**src/rtl/flop_regfile_2r1w.sv**
```systemverilog
// Flip-flop register file with one write port and two registered read ports.
// Each entry carries a valid bit. A single entry can be invalidated, and a flush
// pulse starts a sweep that clears every valid bit, one entry per cycle.
//
// Ports:
//   i_clk, i_resetn            clock, asynchronous active-low reset
//   i_wr, i_waddr, i_din       write request, address, data
//   i_inv, i_iaddr             single-entry invalidate request, address
//   i_flush                    pulse that starts a whole-array sweep
//   i_rdN, i_raddrN            read request and address, port N (N = 0, 1)
//   o_doutN, o_dout_vN, o_errN read data, valid and error, one cycle after i_rdN
//   o_wr_err                   write or invalidate was dropped (one-cycle pulse)
//   o_busy                     flush sweep in progress
module flop_regfile_2r1w #(
  parameter int unsigned DATA_W = 8,
  parameter int unsigned ADDR_W = 3,
  parameter int unsigned DATA_N = 8,
  parameter bit          BYPASS = 1'b1
) (
  input  logic              i_clk,
  input  logic              i_resetn,
  input  logic              i_wr,
  input  logic [ADDR_W-1:0] i_waddr,
  input  logic [DATA_W-1:0] i_din,
  input  logic              i_inv,
  input  logic [ADDR_W-1:0] i_iaddr,
  input  logic              i_flush,
  input  logic              i_rd0,
  input  logic [ADDR_W-1:0] i_raddr0,
  input  logic              i_rd1,
  input  logic [ADDR_W-1:0] i_raddr1,
  output logic [DATA_W-1:0] o_dout0,
  output logic              o_dout_v0,
  output logic              o_err0,
  output logic [DATA_W-1:0] o_dout1,
  output logic              o_dout_v1,
  output logic              o_err1,
  output logic              o_wr_err,
  output logic              o_busy
);

  typedef enum logic [0:0] {StIdle, StSweep} state_e;

  logic [DATA_W-1:0] r_data [DATA_N];
  logic [DATA_N-1:0] r_valid, w_valid_d;
  state_e            r_state, w_state_d;
  logic [ADDR_W-1:0] r_cnt, w_cnt_d;

  logic              w_busy;
  logic              w_wr_ok, w_inv_ok, w_wr_drop, w_inv_drop, w_last;

  logic              w_rd     [2];
  logic [ADDR_W-1:0] w_raddr  [2];
  logic              w_good   [2];
  logic [DATA_W-1:0] w_rdata  [2];

  logic [DATA_W-1:0] r_dout   [2];
  logic              r_dout_v [2];
  logic              r_err    [2];
  logic              r_wr_err;

  assign w_busy     = (r_state == StSweep);
  assign w_wr_ok    = i_wr & ~w_busy & (32'(i_waddr) < DATA_N);
  assign w_inv_ok   = i_inv & ~w_busy & (32'(i_iaddr) < DATA_N);
  assign w_wr_drop  = i_wr & ~w_wr_ok;
  assign w_inv_drop = i_inv & ~w_inv_ok;
  assign w_last     = (32'(r_cnt) == DATA_N - 1);

  assign w_rd[0]    = i_rd0;
  assign w_rd[1]    = i_rd1;
  assign w_raddr[0] = i_raddr0;
  assign w_raddr[1] = i_raddr1;

  // Next-state for the valid bits and the flush sweep. In the idle state the
  // write is applied after the invalidate, so a write to the same entry wins.
  always_comb begin
    w_state_d = r_state;
    w_cnt_d   = r_cnt;
    w_valid_d = r_valid;
    unique case (r_state)
      StIdle: begin
        if (w_inv_ok) w_valid_d[i_iaddr] = 1'b0;
        if (w_wr_ok)  w_valid_d[i_waddr] = 1'b1;
        if (i_flush) begin
          w_state_d = StSweep;
          w_cnt_d   = '0;
        end
      end
      StSweep: begin
        w_valid_d[r_cnt] = 1'b0;
        if (w_last) begin
          w_state_d = StIdle;
          w_cnt_d   = '0;
        end else begin
          w_cnt_d = r_cnt + 1'b1;
        end
      end
      default: w_state_d = StIdle;
    endcase
  end

  // Read lookup. A bypass hit can only occur when the write is accepted, which
  // already implies the array is not busy and the address is in range.
  always_comb begin
    for (int p = 0; p < 2; p++) begin
      w_good[p]  = 1'b0;
      w_rdata[p] = '0;
      if (BYPASS && w_wr_ok && (i_waddr == w_raddr[p])) begin
        w_good[p]  = 1'b1;
        w_rdata[p] = i_din;
      end else if ((32'(w_raddr[p]) < DATA_N) && !w_busy) begin
        w_good[p]  = r_valid[w_raddr[p]];
        w_rdata[p] = r_data[w_raddr[p]];
      end
    end
  end

  always_ff @(posedge i_clk or negedge i_resetn) begin
    if (!i_resetn) begin
      r_state  <= StIdle;
      r_cnt    <= '0;
      r_valid  <= '0;
      r_wr_err <= 1'b0;
      for (int p = 0; p < 2; p++) begin
        r_dout[p]   <= '0;
        r_dout_v[p] <= 1'b0;
        r_err[p]    <= 1'b0;
      end
    end else begin
      r_state  <= w_state_d;
      r_cnt    <= w_cnt_d;
      r_valid  <= w_valid_d;
      r_wr_err <= w_wr_drop | w_inv_drop;
      for (int p = 0; p < 2; p++) begin
        r_dout_v[p] <= w_rd[p];
        r_err[p]    <= w_rd[p] & ~w_good[p];
        r_dout[p]   <= (w_rd[p] && w_good[p]) ? w_rdata[p] : '0;
      end
    end
  end

  // Data storage is deliberately left unreset; the valid bits gate every read.
  always_ff @(posedge i_clk) begin
    if (w_wr_ok) r_data[i_waddr] <= i_din;
  end

  assign o_dout0   = r_dout[0];
  assign o_dout_v0 = r_dout_v[0];
  assign o_err0    = r_err[0];
  assign o_dout1   = r_dout[1];
  assign o_dout_v1 = r_dout_v[1];
  assign o_err1    = r_err[1];
  assign o_wr_err  = r_wr_err;
  assign o_busy    = w_busy;

endmodule

```
**config.mk**
```make
export PLATFORM = sky130hd
export DESIGN_NAME = flop_regfile_2r1w
export DESIGN_NICKNAME = d
export VERILOG_FILES = /design/src/rtl/flop_regfile_2r1w.sv
export SDC_FILE = /design/constraint.sdc
export NUM_CORES = 1
export LEC_CHECK = 0
export BUFFER_PORTS_ARGS = -buffer_cell sky130_fd_sc_hd__buf_2
export CORE_MARGIN = 2
export CORE_UTILIZATION = 63
export DETAILED_ROUTE_END_ITERATION = 8
export PLACE_DENSITY = 0.85
export SLEW_MARGIN = 20
export SYNTH_ARGS = -nofsm -noshare
export SYNTH_HDL_FRONTEND = slang
export SYNTH_SLANG_ARGS = --single-unit
```
**constraint.sdc**
```tcl
create_clock -name i_clk -period 4.98 [get_ports i_clk]
set_clock_uncertainty 0.1 [all_clocks]
set_input_delay 0.498 -clock i_clk [delete_from_list [all_inputs] [get_ports i_clk]]
set_output_delay 0.498 -clock i_clk [all_outputs]
set_load 0.1 [all_outputs]
```
==> impl_metrics.ini, run 1 <==
[status]
status = finished, final reports clean

[route]
wire_per_inst_um = 23.06
ant_nets = 0
dr_total_vias = 2859
wl_um = 9941
first_pass_iters = 5
drt-initial-drc-count = 262
drc = 0
viasPerCell = 6.633

[clock_network]
numCtsBuffers = 9
cts_resized = 0
path_clk_slew_ns = 0.10
cts_tree = yes
cts.sinks = 97
clock_latency_ns = 0.36
ctsHtreeMaxLevel = 3
clock_path_buffers = 2
cts-root-buf = clkbuf_8
hold_buffers = 0
post_cts_buffers = 0

[pwr]
seq_power_share = 0.536
irDropWorstVdd_uv = 176.7
p_sw_frac = 0.3307
pwr_density_cell_mw_per_mm2 = 349.6
power.total_mw = 1.782
power.leakage_nw = 2.007
p_int_mw = 1.193
pwr-share-clk = 0.271
p_switching_mw = 0.5893
power_frac_comb = 0.193

[setup_path]
critical_path.top_delay_family = simple AND/OR/NAND/NOR gates
path_buf_inv = 0
crit_type = register to register
crit_chain = nor2b_1 -> nand2b_1 -> nor2_1
path_max_fanout = 22
startpoint_type = register
reg2regPathDepth = 3
r2r_start = o_busy
critPathCaptureType = register
cpPeakStageDelay_ns = 0.84
worstReg2RegEnd = r_data[6][6]
cp.arrival_ns = 2.45
required_ns = 4.86
cpMaxStageDelayCell = nor2_1
rrSetupSlack_ns = 2.41

[global_route]
grt_first_pass_wirelength_um = 15550
grt_max_degree = 34
grt_overflow = 0
antenna_found_initial = 0
track_usage = 0.2612
grt_pass1_vias = 2870

[placement]
post-place-ws_ns = 2.428
dp_hpwl_um = 6521
place_inst = 415
placed_cell_area_mm2 = 0.004915
place_congestion = 0.8751
portBuffers = 48

[sta]
relSlewSlack = 0.2887
finalHoldViolations = 0
tightestPinTransition_ns = 1.063
rsz0062_at_grt = no
setup_tns_ns = 0
hold_slack_ns = 0.09834
setup_viol = 0
min_period_over_period = 0.5164
layout_min_cycle_time_ns = 2.572
slew_viol_final = 0
fin_ws_ns = 2.408
fmax_mhz = 388.9

[logic_synthesis]
ys_ff_latch = 97
synthesis.nets = 309
synth_area_leader_cell = edfxtp_1
netlist_area_mm2 = 0.004631
synthCells = 280
syn_area_per_cell_um2 = 16.54
ys.warnings.count = 0
synth_top_cell_area_share = 0.4150
ys_types = 36
ys_seq_area_frac = 0.5934
yosys-top-cells-area = edfxtp_1 42%, dfrtp_1 18%, mux4_1 9.1%, mux4_2 7.8%, mux2i_1 5.0%

[floorplanning]
rows = 31
die_h_um = 89.74
core-area_mm2 = 0.007176
die_w_um = 89.74
start_util = 0.6453
die-area_mm2 = 0.008052
pin_count = 49

[worst_hold_path]
hold_path.class = primary input to async pin

[layout]
fin_nets = 356
postLayoutCellArea_mm2 = 0.005097
syn2layout_area_growth_pct = 10.08
antennaDiodeCount = 0
layout_common_cells = 64 x edfxtp_1, 48 x buf_2, 33 x dfrtp_1
final_common_cell = edfxtp_1
finalCoreUtilization = 0.7104
instances_no_fill = 431
drive_gt1_frac = 0.2651

[job]
max_cap_viol_count = 0
-- cells by family (layout without fill, tap and decap cells) --
logic type,count (synthesis),count (layout),share of synthesized area
multiplexers,56,56,0.2208
AND/OR/NAND/NOR,45,45,0.05458
adder cells (fa/ha/maj),2,2,0.005403
XOR/XNOR,6,6,0.01135
buffers and inverters,23,75,0.02783
AO/OA/AOI/OAI,51,51,0.08673
flip-flops,97,97,0.5934
-- worst max path at each step --
| stage | from | to | depth (start not counted) | slack (ns) |
|---|---|---|---|---|
| floorplan | o_busy | r_data[0][0] | 3 | 2.61 |
| global placement | i_raddr1[0] | o_dout1[2] | 5 | 2.49 |
| detailed placement | i_raddr1[0] | o_dout1[2] | 5 | 2.43 |
| CTS | o_busy | r_data[6][6] | 3 | 2.47 |
| global route | o_busy | r_data[6][7] | 3 | 2.29 |
| finish | o_busy | r_data[6][6] | 3 | 2.41 |
-- worst reg2reg max path, stage by stage, from the launching register on --
cell and delay, ns:
dfrtp_1 0.65, nor2b_1 0.46, nand2b_1 0.15, nor2_1 0.84
-- final cells by class --
| type | count | area, um2 |
|---|---|---|
| multi-input cells | 160 | 1754 |
| repair buffers | 50 | 255.2 |
| inverters | 9 | 33.78 |
| fillers | 441 | 2078 |
| clock buffers | 9 | 123.9 |
| well taps | 99 | 123.9 |
| clock inverters | 7 | 58.81 |
| flip-flops and latches | 97 | 2748 |
-- cell usage after synthesis, drive strengths merged --
| master | number |
|---|---|
| a21oi | 2 |
| a221oi | 2 |
| a22oi | 5 |
| a2bb2oi | 5 |
| and2 | 2 |
| and2b | 1 |
| buf | 10 |
| clkbuf | 4 |
| dfrtp | 33 |
| edfxtp | 64 |
| ha | 2 |
| inv | 9 |
| mux2 | 1 |
| mux2i | 23 |
| mux4 | 32 |
| nand2 | 15 |
| nand2b | 6 |
| nand3b | 1 |
| nand4 | 4 |
| nor2 | 6 |
| nor2b | 7 |
| nor3 | 2 |
| o21a | 3 |
| o21ai | 12 |
| o22ai | 1 |
| o2bb2ai | 16 |
| o31a | 2 |
| o31ai | 3 |
| or3b | 1 |
| xnor2 | 6 |
-- metal layers --
metal / vias up / GRT usage / part of all wire
met2: 146 / 0.4501 / 0.52
met1: 1468 / 0.3452 / 0.39
met5: - / 0 / 0
li1: 1228 / - / -
met4: 0 / 0.07821 / 0.015
met3: 17 / 0.04778 / 0.072
-- registers in the layout, indices dropped and copies added (netlist names) --
signal / count
o_wr_err: 1
r_valid: 8
o_err1: 1
o_dout_v1: 1
r_cnt: 3
o_dout1: 8
o_busy: 1
r_data: 64
o_err0: 1
o_dout0: 8
o_dout_v0: 1
-- power by group through the flow --
stage	clock [mW]	combinational [mW]	sequential (mW)
floorplan	0	0.164	1.06
global placement	0	0.331	0.968
detailed placement	0	0.343	0.970
CTS	0.485	0.345	0.952
global route	0.520	0.367	0.961
finish	0.483	0.344	0.955
No activity file was read; power rests on OpenSTA's default activity.
==> inputs of run 2 (changes only) <==
Settings changed: CORE_UTILIZATION 63 to 53, PLACE_DENSITY 0.85 to 0.76.
Clock period 4.98 ns to 2.2 ns, I/O delays scaled along.
==> impl_metrics.ini, run 2 (synthesis results as in run 1) <==
[clock_network]
path_clk_slew_ns = 0.10
cts.sinks = 97
cts-root-buf = clkbuf_8
cts_tree = yes
clock_latency_ns = 0.37
ctsHtreeMaxLevel = 3
hold_buffers = 6
cts_resized = 0
numCtsBuffers = 9
clock_path_buffers = 2
post_cts_buffers = 0

[sta]
fmax_mhz = 507.9
finalHoldViolations = 0
relSlewSlack = 0.4781
setup_viol = 0
rsz0062_at_grt = no
slew_viol_final = 0
tightestPinTransition_ns = 0.7829
setup_tns_ns = 0
min_period_over_period = 0.8949
layout_min_cycle_time_ns = 1.969

[placement]
portBuffers = 48
place_congestion = 0.8231
dp_hpwl_um = 6708

[setup_path]
cp.arrival_ns = 1.88
cpMaxStageDelayCell = dlygate4sd3_1
crit_type = primary input to register
startpoint_type = primary input
critPathCaptureType = register
path_max_fanout = 8
cpPeakStageDelay_ns = 0.54
path_buf_inv = 3
r2r_start = o_busy
rrSetupSlack_ns = 0.38
required_ns = 2.11
reg2regPathDepth = 4
worstReg2RegEnd = r_data[5][1]
critical_path.top_delay_family = buffers and inverters
crit_chain = dlygate4sd3_1 -> buf_2 -> nor2b_1 -> and2_1 -> nand2_1 -> inv_1

[floorplanning]
start_util = 0.5389
die_h_um = 97.47
core-area_mm2 = 0.008593
pin_count = 49
die_w_um = 97.47
die-area_mm2 = 0.009500
rows = 34

[global_route]
track_usage = 0.2264
antenna_found_initial = 0
grt_max_degree = 34
grt_pass1_vias = 2895
grt_overflow = 0
grt_first_pass_wirelength_um = 15870

[route]
wire_per_inst_um = 22.76
drt-initial-drc-count = 177
wl_um = 10330
first_pass_iters = 5
drc = 0
ant_nets = 0
dr_total_vias = 2860
viasPerCell = 6.300

[status]
status = finished, final reports clean

[layout]
nFillCells = 628
layout_common_cells = 64 x edfxtp_1, 48 x buf_2, 33 x dfrtp_1
syn2layout_area_growth_pct = 13.83
top_register = r_data
fin_nets = 370
final_common_cell = edfxtp_1
antennaDiodeCount = 0
largest_register_ffs = 64
finalCoreUtilization = 0.6134
drive_gt1_frac = 0.2803

[pwr]
pwr_density_cell_mw_per_mm2 = 787.9
irDropWorstVdd_uv = 385.2
power.leakage_nw = 2.087

[worst_hold_path]
min_to = r_data[7][5]
holdCritStartpoint = i_din[5]
hold_path.class = primary input to register
hold_path_depth = 1

[job]
max_cap_viol_count = 0
-- run 2: cell types whose count changed in the layout (fill, tap and decap cells not counted), moves of 2 or more --
cell / change
nor3_2: +2
dlygate4sd3_1: +6
inv_6: -2
nor3_1: -2
buf_4: +7
-- run 2: power by group --
part / internal, mW / switching, mW / total, mW
Combinational: 0.257 / 0.601 / 0.858
Sequential: 2.04 / 0.0829 / 2.12
Clock: 0.542 / 0.630 / 1.17
Total: 2.84 / 1.31 / 4.15
-- run 2: per-layer routing --
layer | part of all wire | track usage | vias to the layer above
li1 | - | - | 1250
met1 | 0.39 | 0.2827 | 1474
met2 | 0.53 | 0.4005 | 115
met3 | 0.060 | 0.03741 | 21
met4 | 0.026 | 0.08120 | 0
met5 | 0 | 0 | -
-- run 2: layout make-up --
cell class / instances / area (um2) / share of cell area
repair buffers: 64 / 387.9 / 0.07358
well taps: 108 / 135.1 / 0.02563
clock buffers: 10 / 127.6 / 0.02421
inverters: 9 / 33.78 / 0.006409
flip-flops and latches: 97 / 2748 / 0.5212
clock inverters: 6 / 75.07 / 0.01424
multi-input cells: 160 / 1764 / 0.3347
-- run 2: worst register-to-register path, cell delays in order, from the launching register on --
cell and delay, ns:
dfrtp_1 0.39, nor2b_1 0.32, and2_1 0.20, nand2_1 0.08
inv_1 0.37
-- run 2: worst max path at each step --
stage	start	end	slack (ns)	cells after the start
2_1_floorplan	o_busy	r_data[6][0]	0.05	3
3_3_place_gp	i_raddr1[0]	o_dout1[4]	0.29	5
3_5_place_dp	i_raddr1[0]	o_dout1[1]	0.17	5
4_1_cts	i_wr	r_data[5][2]	0.28	6
5_1_grt	i_wr	r_data[4][2]	0.13	6
6_report	i_wr	r_data[5][1]	0.23	6
-- run 2: per-stage QoR --
step | power, mW | setup slack, ns | instance area (um2) | cells | hold slack (ns)
after floorplan | 2.771 | 0.05269 | 4641 | 280 | -0.1756
after global placement | 2.968 | 0.2857 | 5009 | 432 | 0.2257
after detailed placement | 2.998 | 0.1652 | 5009 | 432 | 0.2332
after CTS | 4.162 | 0.2800 | 5271 | 454 | 0.05159
after global routing | 4.318 | 0.1252 | 5271 | 454 | 0.05685
final | 4.153 | 0.2312 | 5271 | 454 | 0.06139
